## config.mk

```make
export PLATFORM = sky130hd
export DESIGN_NAME = pc_sequencer
export DESIGN_NICKNAME = d
export VERILOG_FILES = /design/src/rtl/pc_sequencer.sv
export SDC_FILE = /design/constraint.sdc
export NUM_CORES = 1
export LEC_CHECK = 0
export BUFFER_PORTS_ARGS = -buffer_cell sky130_fd_sc_hd__buf_2
export CAP_MARGIN = 20
export CORE_MARGIN = 10
export CORE_UTILIZATION = 42
export CTS_BUF_LIST = sky130_fd_sc_hd__clkbuf_4 sky130_fd_sc_hd__clkbuf_8
export DETAILED_ROUTE_END_ITERATION = 8
export PLACE_DENSITY = 0.67
export SLEW_MARGIN = 15
export SYNTH_ARGS = -nofsm -noshare
export SYNTH_HDL_FRONTEND = slang
export SYNTH_SLANG_ARGS = --single-unit
```

## constraint.sdc

```tcl
create_clock -name clk -period 6.88 [get_ports clk]
set_input_delay 1.032 -clock clk [delete_from_list [all_inputs] [get_ports clk]]
set_output_delay 1.032 -clock clk [all_outputs]
set_load 0.01 [all_outputs]
```

## src/rtl/pc_sequencer.sv

```systemverilog
// Instruction-fetch sequencer: owns the PC, issues one-outstanding fetches and buffers one word for decode.
// Optional feature: define PC_MISALIGN_TRAP_EN to trap misaligned redirect targets to TRAP_VEC.
module pc_sequencer #(
  parameter logic [31:0] RESET_PC = 32'h0000_0000,
  parameter logic [31:0] TRAP_VEC = 32'h0000_0100
) (
  input  logic        clk,
  input  logic        reset,
  input  logic        stall,
  input  logic        redirect_valid,
  input  logic [31:0] redirect_target,
  output logic        imem_req,
  output logic [31:0] imem_addr,
  input  logic        imem_gnt,
  input  logic        imem_rvalid,
  input  logic [31:0] imem_rdata,
  output logic        instr_valid,
  output logic [31:0] instr,
  output logic [31:0] instr_pc,
  output logic        misalign_trap
);

  typedef enum logic [1:0] {IDLE, REQ, WAIT, KILL} state_t;

  state_t      state, state_nxt;
  logic [31:0] pc, fetch_pc, tgt;
  logic        fire, refill, consume;

`ifdef PC_MISALIGN_TRAP_EN
  logic trap_hit;
  assign trap_hit = redirect_valid && (redirect_target[1:0] != 2'b00);
  assign tgt      = trap_hit ? TRAP_VEC : redirect_target;

  always_ff @(posedge clk or posedge reset)
    if (reset) misalign_trap <= 1'b0;
    else       misalign_trap <= trap_hit;
`else
  logic unused_cfg;
  assign unused_cfg    = ^{TRAP_VEC, redirect_target[1:0]};
  assign tgt           = {redirect_target[31:2], 2'b00};
  assign misalign_trap = 1'b0;
`endif

  // State register
  always_ff @(posedge clk or posedge reset)
    if (reset) state <= IDLE;
    else       state <= state_nxt;

  // Next state; a redirect while a response is still owed must swallow it in KILL
  always_comb begin
    state_nxt = state;
    case (state)
      IDLE: state_nxt = REQ;
      REQ:  state_nxt = fire ? WAIT : REQ;
      WAIT: if (imem_rvalid)         state_nxt = REQ;
            else if (redirect_valid) state_nxt = KILL;
      KILL: if (imem_rvalid)         state_nxt = REQ;
      default: state_nxt = IDLE;
    endcase
  end

  // Outputs
  always_comb begin
    imem_req = (state == REQ) && !redirect_valid && (!instr_valid || !stall);
    fire     = imem_req && imem_gnt;
    refill   = (state == WAIT) && imem_rvalid && !redirect_valid;
    consume  = instr_valid && !stall;
  end

  assign imem_addr = pc;

  always_ff @(posedge clk or posedge reset)
    if (reset) begin
      pc       <= RESET_PC;
      fetch_pc <= 32'h0;
    end else if (redirect_valid) begin
      pc       <= tgt;
    end else if (fire) begin
      fetch_pc <= pc;
      pc       <= pc + 32'd4;
    end

  // Refill beats consume so back-to-back delivery keeps the buffer full
  always_ff @(posedge clk or posedge reset)
    if (reset) begin
      instr_valid <= 1'b0;
      instr       <= 32'h0;
      instr_pc    <= 32'h0;
    end else begin
      if (redirect_valid)  instr_valid <= 1'b0;
      else if (refill)     instr_valid <= 1'b1;
      else if (consume)    instr_valid <= 1'b0;
      if (refill) begin
        instr    <= imem_rdata;
        instr_pc <= fetch_pc;
      end
    end

endmodule

```

==> results.json, run 1 <==
{
  "max_freq_mhz": 319,
  "combPwrFrac_pct": 26.6,
  "synth_top_family_by_area": "simple AND/OR/NAND/NOR gates",
  "grt_usage_pct": 16.4,
  "synth_warnings": 0,
  "start_kind": "primary input",
  "detail-route-antenna-nets": 0,
  "synth_edf_count": 0,
  "first_iter_violations": 207,
  "max-vdd-ir-drop_mv": 0.230,
  "p_leak_nw": 3.59,
  "worst_slack_ps": 3740,
  "async_flop_share_pct": 100,
  "yosysSeqAreaShare_pct": 56.9,
  "rsz0062_at_grt": "false",
  "synth_area_sq_um": 5490,
  "cts_buffers": 17,
  "synth_mux_area_share_pct": 13.1,
  "cts_buffer_depth": 2,
  "hold_viol": 0,
  "synth_top_area_share_pct": 56.9,
  "dp.cells": 812,
  "syn-mean-instance-area_sq_um": 10.9,
  "die_area_sq_um": 18100,
  "fin_nets": 733,
  "period_needed_ps": 3140,
  "grt_pass1_vias": 4447,
  "yosys.area_share.adder_pct": 0.911,
  "cts_resized": 0,
  "stdcell_count": 845,
  "p_seq_share_pct": 46.3,
  "io_buffers": 161,
  "finalMaxSlewViolations": 0,
  "clk_latency_ps": 440,
  "hold_buffers": 0,
  "dpl_cell_area_sq_um": 6410,
  "worst_setup_path_end_kind": "output pin",
  "r2r_cells": 8,
  "pin_count": 169,
  "cts_setup_buffers": 0,
  "drtPass1Iterations": 4,
  "dp_hpwl_mm": 10.4,
  "drc_errors": 0,
  "ctsRootBufferMaster": "clkbuf_8",
  "power_density_nw_per_um2": 357,
  "initial_core_util_pct": 43.2,
  "synth_common_cells": "dfrtp_1, nand2_1, mux2_2",
  "final_cell_area_sq_um": 6830,
  "regToRegSetupSlack_ps": 4540,
  "clock-sinks": 125,
  "gp_congestion": 0.810,
  "startpoint": "redirect_valid",
  "grt-ovfl-total": 0,
  "power.switching_mw": 0.787,
  "cts-htree-levels": 4,
  "grt_pass1_wl_mm": 23.7,
  "period_share_pct": 45.6,
  "synth_area_leaders": "dfrtp_1, mux2_2, nand2_1",
  "vias_per_cell": 5.16,
  "ys_types": 45,
  "power_mw": 2.44,
  "synth_xor_area_share_pct": 0.638,
  "rows": 41,
  "area_growth_syn_to_layout_pct": 24.2,
  "synth_compound_area_share_pct": 8.75,
  "hp-class": "reg2reg",
  "critical_path.endpoint": "imem_req",
  "vias": 4360,
  "clockPowerShare_pct": 27.1,
  "synth-seq-cells": 125,
  "synthSimpleGateAreaFrac_pct": 16.1,
  "fin_worst_skew_ps": 8.41,
  "drv_cap": 0,
  "setup_tns_ps": 0,
  "crit_fanout": 44,
  "finalSetupViolations": 0,
  "antenna_found_initial": 2,
  "worstSetupPathType": "in2out",
  "critPathRequiredTime_ps": 5850,
  "synth.most_common_cell": "dfrtp_1",
  "cellInternalPower_mw": 1.65,
  "r2r-start": "state[1]",
  "layout-drive-gt1-share_pct": 39.9,
  "cts_tree": "yes",
  "syn_inst": 502,
  "pre_cts_ws_ps": 3530,
  "routed_wl_mm": 14.6,
  "sw_frac_of_total_pct": 32.3,
  "fp.coreArea_sq_um": 12700,
  "clkTransAtPathRegs_ps": 70,
  "slew_headroom_pct": 41.1,
  "status": "complete, no violations",
  "fin_util_pct": 53.6,
  "synthFlopType": "dfrtp_1",
  "die_w_um": 134,
  "tightest_slew_ps": 884,
  "crit_arrival_ps": 2110,
  "hold_ws_ps": 474,
  "yosys.area.top_type": "dfrtp_1",
  "routedWlPerCell_um": 17.3,
  "die_h_um": 134,
  "grt_max_degree": 66,
  "rr_endpoint": "imem_addr[20]"
}
==> per-layer routing <==
layer,part of all wire (%),global-route usage [%],vias to the layer above
met5,0.089,0,-
met4,0.93,4.78,2
met3,8.7,7.43,17
met2,45,24.7,151
met1,46,20.6,2129
li1,-,-,2061
==> layout make-up <==
| cell class | count | area (sq um) |
|---|---|---|
| inverters | 8 | 32.5 |
| repair buffers | 165 | 836 |
| diodes | 1 | 2.50 |
| well taps | 172 | 215 |
| multi-input cells | 342 | 2200 |
| flip-flops and latches | 125 | 3130 |
| fillers | 1181 | 5900 |
| clock inverters | 12 | 144 |
| clock buffers | 20 | 269 |
==> critical path: stages <==
cell and delay (ps):
buf_2 620, nor2b_2 120, and2_1 190, buf_2 130
==> power groups by stage <==
stage | registers [mW] | logic [mW] | clock network [mW]
after floorplan | 1.19 | 0.323 | 0
after global placement | 1.12 | 0.646 | 0
after global routing | 1.16 | 0.731 | 0.713
final | 1.13 | 0.647 | 0.660
after detailed placement | 1.14 | 0.663 | 0
after CTS | 1.13 | 0.664 | 0.678
==> how the worst min path moves through the flow <==
stage / from / cells past startpoint / slack (ps) / end
final: fetch_pc[20] / 2 / 470 / fetch_pc[20]
after global routing: fetch_pc[20] / 2 / 500 / fetch_pc[20]
after CTS: fetch_pc[20] / 2 / 480 / fetch_pc[20]
after detailed placement: fetch_pc[20] / 2 / 460 / fetch_pc[20]
after global placement: fetch_pc[8] / 2 / 460 / fetch_pc[8]
after floorplan: fetch_pc[10] / 2 / 440 / fetch_pc[10]
==> flip-flops by register name, summed over array words and instances, names as in the netlist <==
name and cells:
state 2, fetch_pc 30, imem_addr 30, instr_pc 30, instr_valid 1, instr 32
==> logic make-up (layout without fill, tap and decap cells) <==
kind of cell,Yosys count,count (layout)
AND/OR/NAND/NOR,191,191
flip-flops,125,125
adder cells (fa/ha/maj),4,4
buffers and inverters,39,205
XOR/XNOR,4,4
multiplexers,64,64
AO/OA/AOI/OAI,74,74
other,1,6
==> cell usage in the layout (no fill, tap or decap), types with 2 or more instances in the layout <==
master      netlist  final
buf_2            13    161
dfrtp_1         125    125
nand2_1         124    123
mux2_2           62     62
o21ai_0          26     26
clkbuf_8          0     19
nor2_1           13     13
nand3_1          12     11
nor2b_1          10     10
a21oi_1          10     10
o311ai_0          9      9
nand4_1           8      8
inv_1             8      7
o211ai_1          7      7
clkinv_2          0      6
and3_1            6      5
a22oi_1           5      5
conb_1            1      5
and2_1            4      4
a31oi_1           4      4
o311ai_1          4      4
ha_1              4      4
buf_4             7      4
and4_1            3      3
xor2_1            3      3
bufinv_16         0      3
nand3_2           1      2
a32oi_1           2      2
nor4_1            2      2
nand3b_1          2      2
mux2i_1           2      2
clkinvlp_4        0      2
No activity file was read; power rests on OpenSTA's default activity.
==> run 2: changes to the inputs <==
- clock period: 6.88 -> 3 ns (I/O delays scaled with it)
==> run 2 against run 1 <==
Against the previous run:
- worst hold slack got worse by 290 ps
- clock skew decreased by 0.78 ps
- clock power increased by 100%
- flip-flop and latch count unchanged
- register-to-register slack lost 3700 ps
- wire length shrank 1.1%
- combinational power up 130%
- worst setup slack worse by 2900 ps
- critical path depth rose by 4
- cell count grew 0.47%
- non-clock buffer count up 5
==> results.json, run 2 (same netlist as run 1, synthesis figures left out) <==
{
  "status": "complete, no violations",
  "grt_pass1_wl_mm": 23.6,
  "max_freq_mhz": 461,
  "wl_met3_mm": 1.24,
  "final_cell_mix": "buf_2, dfrtp_1, nand2_1",
  "dpl_cell_area_sq_um": 6460,
  "grt_max_degree": 126,
  "hold_buffers": 0,
  "antenna-diode-count": 0,
  "p_leak_nw": 3.58,
  "worstSetupPathType": "reg2reg",
  "largest_reg_flops": 32,
  "start_kind": "flop",
  "wl_met2_mm": 6.59,
  "period_needed_ps": 2170,
  "fin_worst_skew_ps": 7.62,
  "highest_layer": "met4",
  "cts_tree": "yes",
  "die_area_sq_um": 18100,
  "rows": 41,
  "tightest_slew_ps": 677,
  "routed_wl_mm": 14.5,
  "r2r_cells": 8,
  "regToRegSetupSlack_ps": 830,
  "final_common_cell": "buf_2",
  "finalMaxSlewViolations": 0,
  "fillers": 1200,
  "rr_endpoint": "imem_addr[11]",
  "startpoint": "state[1]",
  "finalSetupViolations": 0,
  "cts_buffers": 17,
  "layout-drive-gt1-share_pct": 40.3,
  "detail-route-antenna-nets": 0,
  "ctsRootBufferMaster": "clkbuf_8",
  "setup_tns_ps": 0,
  "cts_buffer_depth": 2,
  "max-vdd-ir-drop_mv": 0.335,
  "top_register": "instr",
  "vias_per_cell": 5.12,
  "grt_usage_pct": 16.1,
  "rsz0062_at_grt": "false",
  "hp-class": "in2async",
  "worst_setup_path_end_kind": "flop",
  "area_growth_syn_to_layout_pct": 24.1,
  "fin_nets": 738,
  "drv_cap": 0,
  "fp.coreArea_sq_um": 12700,
  "wl_met1_mm": 6.53,
  "die_h_um": 134,
  "antenna_found_initial": 0,
  "slew_headroom_pct": 54.9,
  "power_density_nw_per_um2": 794,
  "hold_viol": 0,
  "dp_hpwl_mm": 10.6,
  "grt_pass1_vias": 4561,
  "gp_congestion": 0.787,
  "crit_arrival_ps": 2490,
  "vias": 4349,
  "grt-ovfl-total": 0,
  "routedWlPerCell_um": 17.1,
  "clkTransAtPathRegs_ps": 70,
  "critPathRequiredTime_ps": 3320,
  "pin_count": 169,
  "io_buffers": 161,
  "r2r-start": "state[1]",
  "crit_fanout": 24,
  "cts_setup_buffers": 0,
  "drtPass1Iterations": 5,
  "cts-htree-levels": 4,
  "final_cell_area_sq_um": 6820,
  "period_share_pct": 72.3,
  "fin_util_pct": 53.6,
  "regArea_sq_um": 3130,
  "initial_core_util_pct": 43.2,
  "multi_input_area_sq_um": 2190,
  "first_iter_violations": 257,
  "cts_resized": 0,
  "clk_latency_ps": 430,
  "die_w_um": 134,
  "drc_errors": 0,
  "clock-sinks": 125
}
run 2: worst max-delay path by stage:
stage | endpoint | depth (start not counted) | slack (ps)
after global placement | imem_addr[11] | 7 | 880
after detailed placement | imem_addr[11] | 7 | 810
after floorplan | fetch_pc[10] | 1 | 1010
final | imem_addr[11] | 8 | 830
after global routing | imem_addr[11] | 8 | 610
after CTS | imem_addr[11] | 8 | 820
run 2: layout make-up:
class	count	share of cell area, %
multi-input cells	342	32.2
inverters	8	0.496
well taps	172	3.16
clock buffers	20	3.85
flip-flops and latches	125	45.9
repair buffers	170	13.0
clock inverters	12	1.43
run 2: stage by stage:
step	total power [mW]	cells	worst slack, ps	hold slack, ps
global route	5.81	849	607	211
detailed placement	4.15	817	807	461
global placement	4.07	817	879	455
floorplan	3.46	506	1010	442
finish	5.41	849	831	187
CTS	5.50	849	819	202
run 2: worst max-delay path, stage by stage (launching register included):
cell and delay [ps]:
dfrtp_1 420, inv_1 70, ha_1 150, nor2b_2 180
and3_2 210, buf_4 280, buf_4 340, nand2_1 120
o311ai_0 290
run 2: routing by layer:
metal | track usage, % | vias to the layer above
met4 | 4.66 | 0
met1 | 19.8 | 2116
met5 | 0 | -
met3 | 6.91 | 11
met2 | 25.3 | 153
li1 | - | 2069
run 2: power breakdown:
part / internal, mW / switching, mW
sequential: 2.23 / 0.354
clock: 0.684 / 0.648
combinational: 0.696 / 0.797
==> run 3: changes to the inputs <==
- ABC_AREA: not set -> 1
- PLACE_DENSITY: 0.67 -> 0.69
- clock period: 3 -> 1.94 ns (I/O delays scaled with it)
==> run 3 against run 2 <==
Against the previous run:
- fmax up 22%
- cell count grew 24%
- register-to-register slack lost 670 ps
- die area is 7.0% higher
- sequential share of layout area down 3.7 points
- critical path type unchanged
- clock power rose by 73%
- worst setup slack lost 670 ps
- design area is 8.8% higher
- flip-flop and latch count stayed put
- synthesized area increased by 8.2%
- non-clock buffer count grew 6
==> results.json, run 3 <==
{
  "final_cell_area_sq_um": 7420,
  "grtUsageMet3_pct": 5.99,
  "slew_headroom_pct": 60.8,
  "p_leak_nw": 4.04,
  "die_h_um": 139,
  "vias_per_cell": 4.74,
  "grt_usage_pct": 16.5,
  "tightest_slew_ps": 587,
  "async_flop_share_pct": 100,
  "initial_core_util_pct": 42.8,
  "final_common_cell": "nand2_1",
  "layout-drive-gt1-share_pct": 30.7,
  "drtPass1Iterations": 7,
  "synth_top_area_share_pct": 52.6,
  "final_cell_mix": "nand2_1, buf_2, dfrtp_1",
  "clkTransAtPathRegs_ps": 70,
  "synthFlopType": "dfrtp_1",
  "stdcell_count": 1053,
  "crit_arrival_ps": 2140,
  "start_kind": "flop",
  "drv_cap": 0,
  "vias": 4987,
  "die_area_sq_um": 19300,
  "cts-htree-levels": 4,
  "fp.coreArea_sq_um": 13900,
  "synth_common_cells": "nand2_1, dfrtp_1, inv_1",
  "dp_hpwl_mm": 12.1,
  "gp_congestion": 0.911,
  "fin_worst_skew_ps": 10.2,
  "synth_area_sq_um": 5950,
  "worst_setup_path_end_kind": "flop",
  "cts_tree": "yes",
  "detail-route-antenna-nets": 0,
  "yosysSeqAreaShare_pct": 52.6,
  "yosys.area.top_type": "dfrtp_1",
  "clk_latency_ps": 440,
  "critPathRequiredTime_ps": 2300,
  "met1_usage_pct": 21.0,
  "hold_viol": 0,
  "grt-ovfl-total": 0,
  "top_register": "instr",
  "dp.cells": 1020,
  "syn-mean-instance-area_sq_um": 8.62,
  "synth.most_common_cell": "nand2_1",
  "rsz0062_at_grt": "false",
  "grt_pass1_wl_mm": 26.0,
  "routedWlPerCell_um": 15.1,
  "cts_buffers": 17,
  "period_share_pct": 91.9,
  "area_growth_syn_to_layout_pct": 24.7,
  "finalSetupViolations": 0,
  "max-vdd-ir-drop_mv": 0.570,
  "synth_edf_count": 0,
  "grt_util_met2_pct": 25.5,
  "synth_area_leaders": "dfrtp_1, nand2_1, mux2_2",
  "synth-seq-cells": 125,
  "drc_errors": 0,
  "antenna-diode-count": 0,
  "fin_util_pct": 53.4,
  "largest_reg_flops": 32,
  "synth_warnings": 0,
  "setup_tns_ps": 0,
  "crit_fanout": 24,
  "io_buffers": 161,
  "grt_max_degree": 57,
  "clock-sinks": 125,
  "grt_pass1_vias": 4971,
  "rows": 43,
  "syn_inst": 690,
  "die_w_um": 139,
  "top_usage_layer": "met2",
  "hp-class": "in2reg",
  "antenna_found_initial": 0,
  "fin_nets": 934,
  "status": "complete, no violations",
  "worstSetupPathType": "reg2reg",
  "hold_ws_ps": 73.5,
  "max_freq_mhz": 561,
  "ys_types": 26,
  "ctsRootBufferMaster": "clkbuf_8",
  "period_needed_ps": 1780,
  "dpl_cell_area_sq_um": 7000,
  "pin_count": 169,
  "cts_buffer_depth": 2,
  "finalMaxSlewViolations": 0,
  "first_iter_violations": 359,
  "power_density_nw_per_um2": 1280,
  "routed_wl_mm": 15.9
}
run 3: cell types whose count changed in the layout (fill, tap and decap cells not counted), moves of 6 or more:
cell | previous run | this run
nand3_1 | 11 | 60
nor2_1 | 13 | 64
mux2_2 | 62 | 47
inv_1 | 7 | 82
o311ai_0 | 9 | 0
nand4_1 | 8 | 0
nand2_1 | 123 | 187
nor2b_1 | 10 | 0
o21ai_0 | 26 | 53
o211ai_1 | 7 | 1
run 3: logic make-up after synthesis:
group / count (synthesis) / share of synthesized area [%]
simple gates: 328 / 23.0
flops: 125 / 52.6
buf+inv: 113 / 8.25
compound gates: 70 / 5.98
mux: 48 / 9.15
fa+ha+maj: 4 / 0.842
other cells: 1 / 0.0631
xor+xnor: 1 / 0.147
run 3: layer usage:
metal	share of wire, %	routed length, um	vias to the layer above
met5	0	0	-
met1	45	7160	2302
li1	-	-	2515
met4	1.8	285	0
met2	46	7330	149
met3	7.3	1160	21
run 3: path summary, 6_finish.rpt:
| kind | start | endpoint | slack (ps) | cells after the start |
|---|---|---|---|---|
| max | state[1] | imem_addr[5] | 160 | 10 |
| min | redirect_target[6] | imem_addr[6] | 70 | 3 |
| min in group asynchronous | reset | instr[25] | 460 | 3 |
| min reg2reg | instr_pc[29] | instr_pc[29] | 480 | 2 |
| max reg2reg | state[1] | imem_addr[5] | 160 | 10 |
| max in group asynchronous | reset | instr[8] | 880 | 4 |
run 3: cell type report:
cell class	instances	area, sq um
clock buffer	22	290
clock inverter	10	114
multi-input combinational	456	2340
tap	180	225
inverter	84	319
fill	1316	6460
sequential	125	3130
timing repair buffer	176	996
run 3: power breakdown:
group | internal (mW) | total, mW | switching (mW) | leakage [nW]
combinational | 1.33 | 3.00 | 1.68 | 2.28
sequential | 3.61 | 4.19 | 0.589 | 1.56
clock | 1.27 | 2.30 | 1.04 | 0.198
total | 6.20 | 9.50 | 3.30 | 4.04
run 3: worst max-delay path, stage by stage (launching register included):
cell and delay [ps]:
dfrtp_1 400, inv_1 80, ha_1 160, inv_1 70, nor2_4 80, nand3_2 170, buf_12 210, clkinv_1 70
buf_4 230, nand3_1 120, o211ai_1 110
run 3: timing repair:
item | in CTS | in global routing
hold buffers | 1 | 0
hold endpoints to repair | 21 | 0
resized for setup | 0 | 1
endpoints found under the setup margin | 0 | 5
buffers inserted | 0 | 0
run 3: through the flow:
step	total power [mW]	worst slack, ps
after detailed placement	7.31	97.2
after floorplan	5.95	110
final	9.50	157
after global routing	10.2	8.85
after global placement	7.20	136
after CTS	9.63	85.8
